--- src/rtl/shared_reg_arbiter.sv ---
// rtl/shared_reg_arbiter.sv - round-robin arbiter and write sequencer for one shared register
module shared_reg_arbiter #(
    parameter int NREQ  = 4,
    parameter int WIDTH = 8
) (
    input  logic                  clk,
    input  logic                  reset,
    input  logic [NREQ-1:0]       req,
    input  logic [NREQ*WIDTH-1:0] wdata,
    output logic [NREQ-1:0]       gnt,
    output logic [WIDTH-1:0]      q,
    output logic                  q_valid,
    output logic                  busy,
    output logic [15:0]           wr_cnt
);

    localparam int PW = (NREQ > 1) ? $clog2(NREQ) : 1;

    typedef enum logic [1:0] {
        IDLE    = 2'd0,
        GRANT   = 2'd1,
        RELEASE = 2'd2
    } state_t;

    state_t            state_q;
    logic [PW-1:0]     ptr_q;
    logic [PW-1:0]     win_q;
    logic [PW-1:0]     win_d;
    logic              found_d;
    logic [NREQ-1:0]   gnt_q;
    logic [WIDTH-1:0]  q_q;
    logic              q_valid_q;
    logic [15:0]       wr_cnt_q;

    // Search starts just after the last successful writer, wrapping modulo NREQ.
    always_comb begin
        win_d   = ptr_q;
        found_d = 1'b0;
        for (int k = 1; k <= NREQ; k++) begin
            if (!found_d && req[(int'(ptr_q) + k) % NREQ]) begin
                win_d   = PW'((int'(ptr_q) + k) % NREQ);
                found_d = 1'b1;
            end
        end
    end

    always_ff @(posedge clk or negedge reset) begin
        if (!reset) begin
            state_q   <= IDLE;
            ptr_q     <= PW'(NREQ - 1);
            win_q     <= '0;
            gnt_q     <= '0;
            q_q       <= '0;
            q_valid_q <= 1'b0;
            wr_cnt_q  <= '0;
        end else begin
            case (state_q)
                IDLE: begin
                    q_valid_q <= 1'b0;
                    if (found_d) begin
                        win_q   <= win_d;
                        gnt_q   <= NREQ'(1) << win_d;
                        state_q <= GRANT;
                    end else begin
                        gnt_q   <= '0;
                    end
                end
                GRANT: begin
                    gnt_q   <= '0;
                    state_q <= RELEASE;
                    // A requester that dropped req during its grant aborts: nothing moves.
                    if (req[win_q]) begin
                        q_q       <= wdata[int'(win_q)*WIDTH +: WIDTH];
                        q_valid_q <= 1'b1;
                        wr_cnt_q  <= wr_cnt_q + 16'd1;
                        ptr_q     <= win_q;
                    end
                end
                RELEASE: begin
                    q_valid_q <= 1'b0;
                    state_q   <= IDLE;
                end
                default: begin
                    gnt_q     <= '0;
                    q_valid_q <= 1'b0;
                    state_q   <= IDLE;
                end
            endcase
        end
    end

    assign gnt     = gnt_q;
    assign q       = q_q;
    assign q_valid = q_valid_q;
    assign busy    = (state_q != IDLE);
    assign wr_cnt  = wr_cnt_q;

endmodule

--- config.mk ---
export PLATFORM = sky130hd
export DESIGN_NAME = shared_reg_arbiter
export DESIGN_NICKNAME = d
export VERILOG_FILES = /design/src/rtl/shared_reg_arbiter.sv
export SDC_FILE = /design/constraint.sdc
export NUM_CORES = 1
export LEC_CHECK = 0
export CELL_PAD_IN_SITES_DETAIL_PLACEMENT = 1
export CELL_PAD_IN_SITES_GLOBAL_PLACEMENT = 1
export CORE_MARGIN = 2
export CORE_UTILIZATION = 36
export CTS_CLUSTER_SIZE = 40
export DETAILED_ROUTE_END_ITERATION = 8
export GPL_TIMING_DRIVEN = 0
export PLACE_DENSITY_LB_ADDON = 0.1
export SLEW_MARGIN = 20
export SYNTH_ARGS = -nofsm -noshare
export SYNTH_HDL_FRONTEND = slang
export SYNTH_SLANG_ARGS = --single-unit
export TNS_END_PERCENT = 20
--- constraint.sdc ---
create_clock -name clk -period 4.82 [get_ports clk]
set_input_delay 0.964 -clock clk [delete_from_list [all_inputs] [get_ports clk]]
set_output_delay 0.964 -clock clk [all_outputs]
set_load 0.01 [all_outputs]
After elaboration in Yosys (flattened, before gate mapping)
Index checks and enable logic that the tools add are counted.

Bitwise gates (word level): 4. $add $sub $neg: 5. Reduce and logical (&&, ||, !) cells: 14. Equal/unequal tests: 4. $lt $le $gt $ge: 5. Shifts and indexed selects: 2. Muxes and demuxes: 28.

Operators by type and width (count): 32-bit by 6-bit variable part select with 8-bit output (1); 16-bit by 1-bit adder with 16-bit output, second input constant (1); 3-bit by 4-bit less-than comparator with 1-bit output, second input constant (4); 1-bit 2-to-1 mux (15); 1-bit binary-select mux with 2-bit select (5); 2-bit 2-to-1 mux (5); 4-bit case mux with 2 select lines (1); 2-bit OR reduction (4); 2-bit by 1-bit adder with 2-bit output, second input constant (2); 2-bit adder, second input constant (2); 1-bit bitwise AND, first input constant (4); 4-bit 2-to-1 mux (1); 2-bit inequality test, second input constant (2); 2-bit case mux with 2 select lines (1); 2-bit AND reduction (2); 1-bit by 2-bit << shifter with 4-bit output, first input constant (1); 1-bit logical AND (3); 1-bit zero test (3); 2-bit by 3-bit less-than comparator with 1-bit output, second input constant (1); 2-bit by 1-bit equality test with 1-bit output, second input constant (1); 2-bit equality test, second input constant (1); 2-bit zero test (1); 2-bit nonzero test (1).

Output and inout bits: 30. Register bits after elaboration: 35. Bits of input ports: 38.

Depth between registers and ports, before layout
Gate-level depths: netlist of run 1.

Depth in word-level cells: 19. Depth in mapped cells: 5. Depth with buffers taken out: 5.

Least setup slack after synthesis of run 1
OpenSTA, ideal clock, no wires.

Kind: in2reg. Start: in req[2]. End: reg q_q[3] (netlist: q[3]). Setup slack: 2.830 ns. Data required time: 4.693 ns. Stages on the path: 4. Arrival time: 1.863 ns. Buffers on the path: 1. Path through: mux2i_1 -> o22ai_4 -> buf_6 -> mux2_1.

Word-level cells in the longest chain between the ends: 3.

Ends and longest elaborated chain: from (decl) (RTL line 8) `input logic [NREQ-1:0] req,`; 1-bit binary-select mux with 2-bit select (RTL line 72) `if (req[win_q]) begin`; 1-bit 2-to-1 mux (not written as such) (RTL line 72); 2-bit AND reduction (no source line); to (signal assigned) (RTL line 73) `q_q <= wdata[int'(win_q)*WIDTH +: WIDTH];`; to (decl) (RTL line 31) `logic [WIDTH-1:0] q_q;`.

Every way passes these cells. The select of a mux whose other input is x is not followed. A chain may end at the register's enable or synchronous reset.

Worst setup path in the final report of run 1
Start: reg state_q[0]. End: out busy.

Word-level cells in the longest chain between the ends: 1.

Ends and longest elaborated chain: from (decl) (RTL line 25) `state_t state_q;`; from (signal assigned) (RTL line 49) `state_q <= IDLE;`; from (signal assigned) (RTL line 63) `state_q <= GRANT;`; from (signal assigned) (RTL line 70) `state_q <= RELEASE;`; 2-bit nonzero test (RTL line 95) `assign busy = (state_q != IDLE);`; to (decl) (RTL line 13) `output logic busy,`.

Every way passes these cells.

==> results.tsv, run 1 <==
metric	value	unit
synthDistinctLibCells	36	
die_width	74.4	um
initialDrtViolationCount	42	
synth_area_per_cell	12.4	um^2
finalMaxSlewViolations	0	
grt_max_degree	22	
synth_top_cell_area_share	46.3	%
row_count	25	
route.detailed.drc	0	
setup_viol	0	
worst_slew_pin_slew	655	ps
postCtsSetupBuffers	0	
power.ir.vdd_worst	0.312	mV
initial_core_util	37.5	%
num_vias	1463	
gp_routability_congestion	0.808	
grt_pass1_vias	1621	
wl	4.67	mm
hpwl	3.72	mm
mappedNetlistNets	183	
fin_tns_setup	0	ps
area_growth_syn_to_layout	49.4	%
clock-root-buffer	sky130_fd_sc_hd__clkbuf_8	
die_outline_area	0.00553	mm^2
critical_path_required	3860	ps
cts_tree	built	
max-slew-margin-rel	56.0	%
fin_total_pwr	1.39	mW
cp-start-kind	flop	
result_of_the_run	complete, no violations	
ctsHtreeMaxLevel	2	
number_of_enable_type_register_cells_in_the_synthesized_netlist	0	
crit_path_cell_trace	or2_2, clkdlybuf4s50_1	
synth.top_cells.by_area	sky130_fd_sc_hd__dfrtp_1, sky130_fd_sc_hd__mux4_2, sky130_fd_sc_hd__xnor2_1	
synth_area_leader_cell	sky130_fd_sc_hd__dfrtp_1	
ys_dominant_reg_cell	sky130_fd_sc_hd__dfrtp_1	
vias_per_cell	5.10	
crit_path_max_fanout	5	
globalRouteOverflowTotal	0	
clk_transition_reported_paths	70	ps
worst-r2r-setup-slack	2850	ps
synthesis.yosys.warnings	0	
coreArea	0.00475	mm^2
synth_sequential_area_ratio	49.3	%
total_count_of_hold_check_failures_in_the_final_report	0	
synth_seq_cells	35	
postCtsHoldBufs	0	
synthesized_cell_area	0.00178	mm^2
antenna_found_initial	0	
final_period_minus_worst_setup_slack	2450	ps
worst_path_max_delay_cell	sky130_fd_sc_hd__clkdlybuf4s50_1	
detail_route.wl_per_cell	16.3	um
timing.max_cap.violations	0	
async_reset_ff_share	100	%
rsz0062_at_grt	false	
chipHeight	74.4	um
number_of_buffers_added_by_the_clock_tree_synthesis_step	5	
timing.critical_path.arrival	1490	ps
post_route_cells_drive_above_1_share	15.0	%
slowest_delay	480	ps
worstSetupEndpointType	output pin	
cellPowerDensity	523	mW/mm^2
top_level_ports	68	
drtAntennaViolNets	0	
detail_route.first_pass.iterations	4	
worst_skew_pair.late_latency	290	ps
timing.final.crit_share	50.8	%
critPathKind	flop to output pin	
clock-sinks	35	
max_freq	408	MHz
synthCells	144	
antenna-diode-count	0	
clk_path_buf_depth	2	
grt_first_pass_wirelength	7.77	mm
track_usage	18.7	%
skew_final	4.97	ps
port_buffers	67	
post_cts_resize_count	0	
nNetsFinal	258	
static-leakage-power	1.10	nW
min_path_type	flop to flop	
==> routing by layer <==
metal,vias to the layer above,part of all wire [%],GRT usage (%)
met5,-,0,0
met4,0,1.2,4.76
met3,5,5.2,5.15
met2,43,53,33.7
met1,731,41,22.0
li1,684,-,-
==> final cells by class <==
type                    instances  area (um^2)
plain buffers                   6         38.8
clock buffers                   7         96.3
clock inverters                 1         7.51
fillers                       511         2090
inverters                       3         11.3
multi-input cells             100          855
flip-flops and latches         35          878
well taps                      67         83.8
repair buffers                 68          693
==> registers in the layout, summed over array words and instances, names as in the netlist <==
name / count
gnt: 4
ptr_q: 2
q: 8
q_valid: 1
state_q: 2
win_q: 2
wr_cnt: 16
==> path summary, 6_finish.rpt <==
check                      startpoint          to  depth (start not counted)
min                        wr_cnt[15]  wr_cnt[15]                          1
max                        state_q[0]        busy                          2
max reg2reg                  ptr_q[1]      gnt[3]                          5
max in group asynchronous       reset    ptr_q[0]                          2
min in group asynchronous       reset  wr_cnt[15]                          1
min reg2reg                wr_cnt[15]  wr_cnt[15]                          1
==> critical path: cells and delay by family, from the launching register on <==
family        cells  cell delay [ps]
buf+inv           1              480
flops             1              410
simple gates      1              310
==> stage by stage <==
stage	util (%)	setup WS [ps]	std cells	cell area [um^2]	hold WS (ps)
finish	56.0	2370	287	2660	476
global route	56.0	2290	287	2660	497
CTS	56.0	2350	287	2660	485
detailed placement	53.8	2070	279	2560	472
global placement	53.4	2000	278	2540	462
floorplan	-	2830	144	1780	473
==> Yosys cell counts (2+ instances only) <==
cell type	instances
sky130_fd_sc_hd__a21oi_1	3
sky130_fd_sc_hd__a22o_1	2
sky130_fd_sc_hd__and3_1	8
sky130_fd_sc_hd__buf_6	2
sky130_fd_sc_hd__clkbuf_1	3
sky130_fd_sc_hd__dfrtp_1	33
sky130_fd_sc_hd__dfstp_2	2
sky130_fd_sc_hd__inv_1	3
sky130_fd_sc_hd__mux2_1	3
sky130_fd_sc_hd__mux2_2	6
sky130_fd_sc_hd__mux2i_1	5
sky130_fd_sc_hd__mux4_2	8
sky130_fd_sc_hd__nand2_1	7
sky130_fd_sc_hd__nand3_1	3
sky130_fd_sc_hd__nand4_1	11
sky130_fd_sc_hd__nor2_1	4
sky130_fd_sc_hd__nor3_1	4
sky130_fd_sc_hd__o21a_1	2
sky130_fd_sc_hd__o21ai_0	4
sky130_fd_sc_hd__or2_2	2
sky130_fd_sc_hd__xnor2_1	14
==> cell families after synthesis <==
group                      after synthesis  share of synthesized area [%]
and+or+nand+nor                         47                           15.1
DFF                                     35                           49.3
muxes                                   22                           18.6
AOI/OAI and AO/OA                       15                           6.18
xor gates and xnor gates                15                           7.37
buffers and inverters                    9                           2.81
adders and majority gates                1                          0.702
==> cell usage in the layout, fill, tap and decap left out, types with 2 or more instances in the layout <==
master,count
sky130_fd_sc_hd__nand2_1,7
sky130_fd_sc_hd__nor2_1,4
sky130_fd_sc_hd__buf_2,2
sky130_fd_sc_hd__dfstp_2,2
sky130_fd_sc_hd__or2_2,2
sky130_fd_sc_hd__clkbuf_8,7
sky130_fd_sc_hd__o21ai_0,4
sky130_fd_sc_hd__nand4_1,11
sky130_fd_sc_hd__mux2_1,3
sky130_fd_sc_hd__a22o_1,2
sky130_fd_sc_hd__mux4_2,8
sky130_fd_sc_hd__inv_1,3
sky130_fd_sc_hd__buf_6,2
sky130_fd_sc_hd__o21a_1,2
sky130_fd_sc_hd__xnor2_1,14
sky130_fd_sc_hd__clkdlybuf4s50_1,66
sky130_fd_sc_hd__nand3_1,3
sky130_fd_sc_hd__clkbuf_1,3
sky130_fd_sc_hd__and3_1,8
sky130_fd_sc_hd__mux2i_1,5
sky130_fd_sc_hd__mux2_2,6
sky130_fd_sc_hd__nor3_1,4
sky130_fd_sc_hd__a21oi_1,3
sky130_fd_sc_hd__dfrtp_1,33
==> power breakdown <==
part,internal (mW),total (mW),switching [mW]
Sequential,0.401,0.479,0.0774
Clock,0.130,0.239,0.109
Combinational,0.374,0.676,0.302
Total,0.905,1.39,0.488
Power figures use the tool's default switching activity.
==> run 2, diff against run 1 <==
CORE_UTILIZATION = 34   (was 36)
clock period = 2.5 ns   (was 4.82 ns; I/O delays follow)
==> run 2 against run 1 <==
Against the previous run: clock-buffer cell count is 1 higher; routed wire length fell by 3.1%; die area is 5.6% higher; worst hold slack lost 330 ps; sequential share of layout area did not move; clock skew increased by 3.3 ps; total power is 90% higher; final area unchanged; register-to-register slack worse by 2300 ps; combinational power rose by 89%; worst setup slack lost 1900 ps; flip-flop and latch count did not move; largest power group unchanged.
==> results.tsv, run 2 (synthesis results as in run 1) <==
metric	value	unit	change
result_of_the_run	complete, no violations		unchanged
cts_tree	built		unchanged
detail_route.wl_per_cell	15.6	um	was 16.3 um
postCtsHoldBufs	0		unchanged
detail_route.first_pass.iterations	4		unchanged
crit_path_cell_trace	clkdlybuf4s50_1, mux2i_1, o22ai_4, buf_6, mux2_2		was or2_2, clkdlybuf4s50_1
final_cell_utilization_of_the_core	52.5	%	was 56.0%
critical_path_required	2660	ps	was 3860 ps
route.detailed.drc	0		unchanged
row_count	26		was 25
clk_transition_reported_paths	70	ps	about the same
timing.max_cap.violations	0		unchanged
nNetsFinal	258		unchanged
power.ir.vdd_worst	0.513	mV	was 0.312 mV
area_growth_syn_to_layout	49.4	%	unchanged
min_path_type	input pin to asynchronous set/reset pin		was flop to flop
number_of_buffers_added_by_the_clock_tree_synthesis_step	5		unchanged
chipHeight	76.4	um	was 74.4 um
post_cts_resize_count	0		unchanged
finalMaxSlewViolations	0		unchanged
drtAntennaViolNets	0		unchanged
postCtsSetupBuffers	0		unchanged
timing.final.crit_share	79.9	%	
ctsHtreeMaxLevel	2		unchanged
gp_routability_congestion	0.761		was 0.808
layoutNonFillerInstCount	290		was 287
fin_tns_setup	0	ps	unchanged
skew_final	8.26	ps	was 4.97 ps
vias_per_cell	5.06		was 5.10
num-fill-cells	542		was 511
worst-r2r-setup-slack	590	ps	was 2850 ps
rr_worst_depth	5		unchanged
clock-sinks	35		unchanged
crit_buf_inv	2		was 1
worst_path_max_delay_cell	sky130_fd_sc_hd__clkdlybuf4s50_1		unchanged
num_vias	1466		was 1463
max_freq	501	MHz	
setup_viol	0		unchanged
final_period_minus_worst_setup_slack	2000	ps	
critPathKind	input pin to flop		was flop to output pin
worstSetupEndpointType	flop		was output pin
cp-start-kind	input pin		was flop
clk_path_buf_depth	2		unchanged
post-route-cell-area	0.00266	mm^2	unchanged
layout.cells.most_common	sky130_fd_sc_hd__clkdlybuf4s50_1		unchanged
slowest_delay	570	ps	was 480 ps
placedCellCount	282		was 279
largest_register_ffs	16		unchanged
initial_core_util	35.1	%	was 37.5%
initialDrtViolationCount	35		was 42
worst_slew_pin_slew	570	ps	was 655 ps
max-slew-margin-rel	61.7	%	was 56.0%
hpwl	3.65	mm	was 3.72 mm
top_level_ports	68		unchanged
post_route_cells_drive_above_1_share	14.5	%	was 15.0%
grt_pass1_vias	1614		was 1621
timing.critical_path.arrival	2160	ps	was 1490 ps
placed_area	0.00256	mm^2	about the same
worst_skew_pair.late_latency	280	ps	was 290 ps
crit_path_max_fanout	10		was 5
coreArea	0.00507	mm^2	was 0.00475 mm^2
rr_startpoint	ptr_q[1]		unchanged
die_outline_area	0.00584	mm^2	was 0.00553 mm^2
clock-root-buffer	sky130_fd_sc_hd__clkbuf_8		unchanged
area_taken_by_multi_input_logic_gates	855	um^2	unchanged
register_area	878	um^2	unchanged
grt_first_pass_wirelength	7.84	mm	was 7.77 mm
r2r_end	gnt[3]		unchanged
track_usage	16.6	%	was 18.7%
wl	4.53	mm	was 4.67 mm
static-leakage-power	1.10	nW	about the same
worst_path_dominant_cell_family	buffers and inverters		unchanged
hold-worst-slack	150	ps	was 476 ps
antenna_found_initial	0		unchanged
grt_max_degree	20		was 22
total_count_of_hold_check_failures_in_the_final_report	0		unchanged
antenna-diode-count	0		unchanged
die_width	76.4	um	was 74.4 um
rsz0062_at_grt	false		unchanged
layout_common_cells	sky130_fd_sc_hd__clkdlybuf4s50_1, sky130_fd_sc_hd__dfrtp_1, sky130_fd_sc_hd__xnor2_1		unchanged
cellPowerDensity	995	mW/mm^2	was 523 mW/mm^2
globalRouteOverflowTotal	0		unchanged
port_buffers	67		unchanged
## run 2: cell type report
| class | count | area share (%) |
|---|---|---|
| repair buffers | 68 | 26.0 |
| plain buffers | 6 | 1.46 |
| clock buffers | 8 | 3.76 |
| flip-flops and latches | 35 | 33.0 |
| inverters | 3 | 0.423 |
| well taps | 70 | 3.29 |
| multi-input cells | 100 | 32.1 |
## run 2: worst max path at each step
stage | startpoint | endpoint | slack (ps) | depth (start not counted)
CTS | req[2] | q[5] | 490 | 5
floorplan | state_q[1] | q[5] | 850 | 4
finish | req[2] | q[5] | 500 | 5
global route | req[2] | wr_cnt[4] | 400 | 6
detailed placement | req[2] | q[5] | 190 | 5
global placement | reset | q[2] | 160 | 1
## run 2: metal layers
metal,share of wire (%),global-route usage [%],vias up
met2,56,30.6,30
met1,39,18.9,745
met5,0,0,-
met4,1.2,5.27,0
li1,-,-,685
met3,3.2,3.79,6
## run 2: stage by stage
step / total power [mW] / setup WS, ps
after floorplan: 1.67 / 850
after global placement: 2.19 / 161
after CTS: 2.69 / 490
after detailed placement: 2.23 / 190
after global routing: 2.84 / 404
final: 2.65 / 503
## run 2: where the power goes
group          switching (mW)  internal (mW)
registers               0.145          0.773
clock network           0.197          0.252
logic                   0.564          0.719
total                   0.905           1.74
==> run 3, diff against run 2 <==
CORE_UTILIZATION = 30   (was 34)
clock period = 1.8 ns   (was 2.5 ns; I/O delays follow)
==> run 3 against run 2 <==
Against the previous run: total power grew 45%; critical endpoint unchanged; core utilization fell by 5.2 points; largest power group unchanged; register-to-register slack worse by 540 ps; first-iteration DRC count shrank 14%; critical path type unchanged; global-route usage decreased by 0.93 points; non-clock buffer count up 6; sequential power grew 42%; die area grew 13%; final cell count up 3.8%.
==> results.tsv, run 3 (synthesis results as in run 1) <==
metric	value	unit	change
crit_path_max_fanout	7		was 10
vias_per_cell	4.96		was 5.06
clk_path_buf_depth	2		unchanged
clock-root-buffer	sky130_fd_sc_hd__clkbuf_8		unchanged
min_path_type	input pin to asynchronous set/reset pin		unchanged
top_level_ports	68		unchanged
max_freq	569	MHz	
seq_power_share	34.0	%	was 34.7%
grt_first_pass_wirelength	7.91	mm	was 7.84 mm
antenna-diode-count	0		unchanged
cp-start-kind	input pin		unchanged
track_usage	15.7	%	was 16.6%
grt_max_degree	21		was 20
gp_routability_congestion	0.748		was 0.761
power_switching	1.33	mW	was 0.905 mW
critPathKind	input pin to flop		unchanged
nNetsFinal	264		was 258
setup_viol	0		unchanged
finalMaxSlewViolations	0		unchanged
pwr-share-clk	16.3	%	was 16.9%
hold-worst-slack	1.62	ps	was 150 ps
row_count	28		was 26
wl	4.71	mm	was 4.53 mm
layout.cells.most_common	sky130_fd_sc_hd__clkdlybuf4s50_1		unchanged
power.combinational.fraction	49.8	%	was 48.4%
rr_worst_depth	4		was 5
area_taken_by_multi_input_logic_gates	883	um^2	was 855 um^2
fin_total_pwr	3.84	mW	was 2.65 mW
worstSetupEndpointType	flop		unchanged
r2r_end	q[5]		was gnt[3]
hpwl	3.68	mm	was 3.65 mm
p_int	2.51	mW	was 1.74 mW
layout_common_cells	sky130_fd_sc_hd__clkdlybuf4s50_1, sky130_fd_sc_hd__dfrtp_1, sky130_fd_sc_hd__xnor2_1		unchanged
cp-startpoint	req[2]		unchanged
detail_route.first_pass.iterations	4		unchanged
worst-r2r-setup-slack	50	ps	was 590 ps
port_buffers	67		unchanged
rsz0062_at_grt	true		was false
switching_share_of_power	34.5	%	was 34.2%
initialDrtViolationCount	30		was 35
post_route_cells_drive_above_1_share	19.9	%	was 14.5%
power.ir.vdd_worst	0.643	mV	was 0.513 mV
final_period_minus_worst_setup_slack	1760	ps	
skew_final	3.15	ps	was 8.26 ps
num_vias	1492		was 1466
antenna_found_initial	0		unchanged
cts_tree	built		unchanged
number_of_buffers_added_by_the_clock_tree_synthesis_step	5		unchanged
total_count_of_hold_check_failures_in_the_final_report	0		unchanged
num-fill-cells	629		was 542
static-leakage-power	1.13	nW	was 1.10 nW
worst_skew_pair.late_latency	280	ps	about the same
route.detailed.drc	0		unchanged
largest_register_ffs	16		unchanged
initial_core_util	30.7	%	was 35.1%
die_width	81.1	um	was 76.4 um
detail_route.wl_per_cell	15.7	um	was 15.6 um
clock-sinks	35		unchanged
area_growth_syn_to_layout	54.1	%	was 49.4%
timing.final.crit_share	97.7	%	
result_of_the_run	complete, no violations		unchanged
timing.critical_path.arrival	1920	ps	was 2160 ps
coreArea	0.00582	mm^2	was 0.00507 mm^2
layoutNonFillerInstCount	301		was 290
drtAntennaViolNets	0		unchanged
register_area	880	um^2	was 878 um^2
placedCellCount	287		was 282
crit_end	q[5]		unchanged
die_outline_area	0.00658	mm^2	was 0.00584 mm^2
cellPowerDensity	1400	mW/mm^2	was 995 mW/mm^2
fin_tns_setup	0	ps	unchanged
clk_transition_reported_paths	70	ps	about the same
max-slew-margin-rel	72.3	%	was 61.7%
critical_path_required	1970	ps	was 2660 ps
chipHeight	81.1	um	was 76.4 um
ctsHtreeMaxLevel	2		unchanged
grt_pass1_vias	1663		was 1614
postCtsHoldBufs	0		unchanged
rr_startpoint	state_q[1]		was ptr_q[1]
globalRouteOverflowTotal	0		unchanged
timing.max_cap.violations	0		unchanged
worst_slew_pin_slew	416	ps	was 570 ps
==> run 3: cell count changes in the layout (fill, tap and decap cells not counted), moves of 2 or more <==
cell,change
sky130_fd_sc_hd__buf_4,+6
sky130_fd_sc_hd__mux2i_1,-2
sky130_fd_sc_hd__mux2i_2,+2
sky130_fd_sc_hd__nor3_1,-2
==> run 3: metal layers <==
metal / part of all wire (%) / track usage, % / vias up
met5: 0 / 0 / -
met2: 49 / 26.2 / 54
met4: 0.76 / 3.05 / 0
met1: 43 / 19.4 / 739
met3: 7.1 / 6.00 / 5
li1: - / - / 694
==> run 3: what timing repair did <==
| action | CTS | global route |
|---|---|---|
| pin swaps | 1 | 1 |
| buffers inserted | 0 | 5 |
| gates cloned | 0 | 1 |
| endpoints found under the setup margin | 11 | 23 |
| gates resized for setup | 2 | 10 |
==> run 3: worst min-delay path by stage <==
| stage | from | slack, ps | end |
|---|---|---|---|
| 2_1_floorplan | reset | 60 | gnt[0] |
| 3_3_place_gp | wr_cnt[15] | 460 | wr_cnt[15] |
| 5_1_grt | reset | 10 | wr_cnt[2] |
| 6_report | reset | 2 | wr_cnt[2] |
| 3_5_place_dp | reset | 320 | wr_cnt[2] |
| 4_1_cts | reset | 7 | wr_cnt[2] |
==> run 3: cell type report <==
cell class                      count  area share [%]
Timing Repair Buffer               74            26.8
Sequential cell                    35            32.0
Inverter                            3           0.410
Tap cell                           75            3.42
Buffer                              6            1.55
Clock buffer                        8            3.64
Multi-Input combinational cell    100            32.1
==> run 3: power groups by stage <==
stage | combinational, mW | sequential [mW] | clock [mW]
3_5_place_dp | 1.83 | 1.30 | 0
6_report | 1.91 | 1.30 | 0.625
4_1_cts | 1.82 | 1.30 | 0.650
3_3_place_gp | 1.77 | 1.29 | 0
2_1_floorplan | 0.972 | 1.35 | 0
5_1_grt | 2.09 | 1.35 | 0.688
==> run 3: critical path, cell delays in order <==
cell	delay, ps
sky130_fd_sc_hd__clkdlybuf4s50_1	590
sky130_fd_sc_hd__mux2i_2	150
sky130_fd_sc_hd__o22ai_4	310
sky130_fd_sc_hd__buf_6	170
sky130_fd_sc_hd__mux2_2	330
==> run 3: stage by stage <==
stage | setup slack, ps | utilization, % | area (um^2)
CTS | -55.9 | 46.0 | 2670
detailed placement | -361 | 44.2 | 2570
global placement | -398 | 43.8 | 2550
global route | -14.0 | 47.2 | 2750
floorplan | 150 | - | 1780
finish | 41.4 | 47.2 | 2750
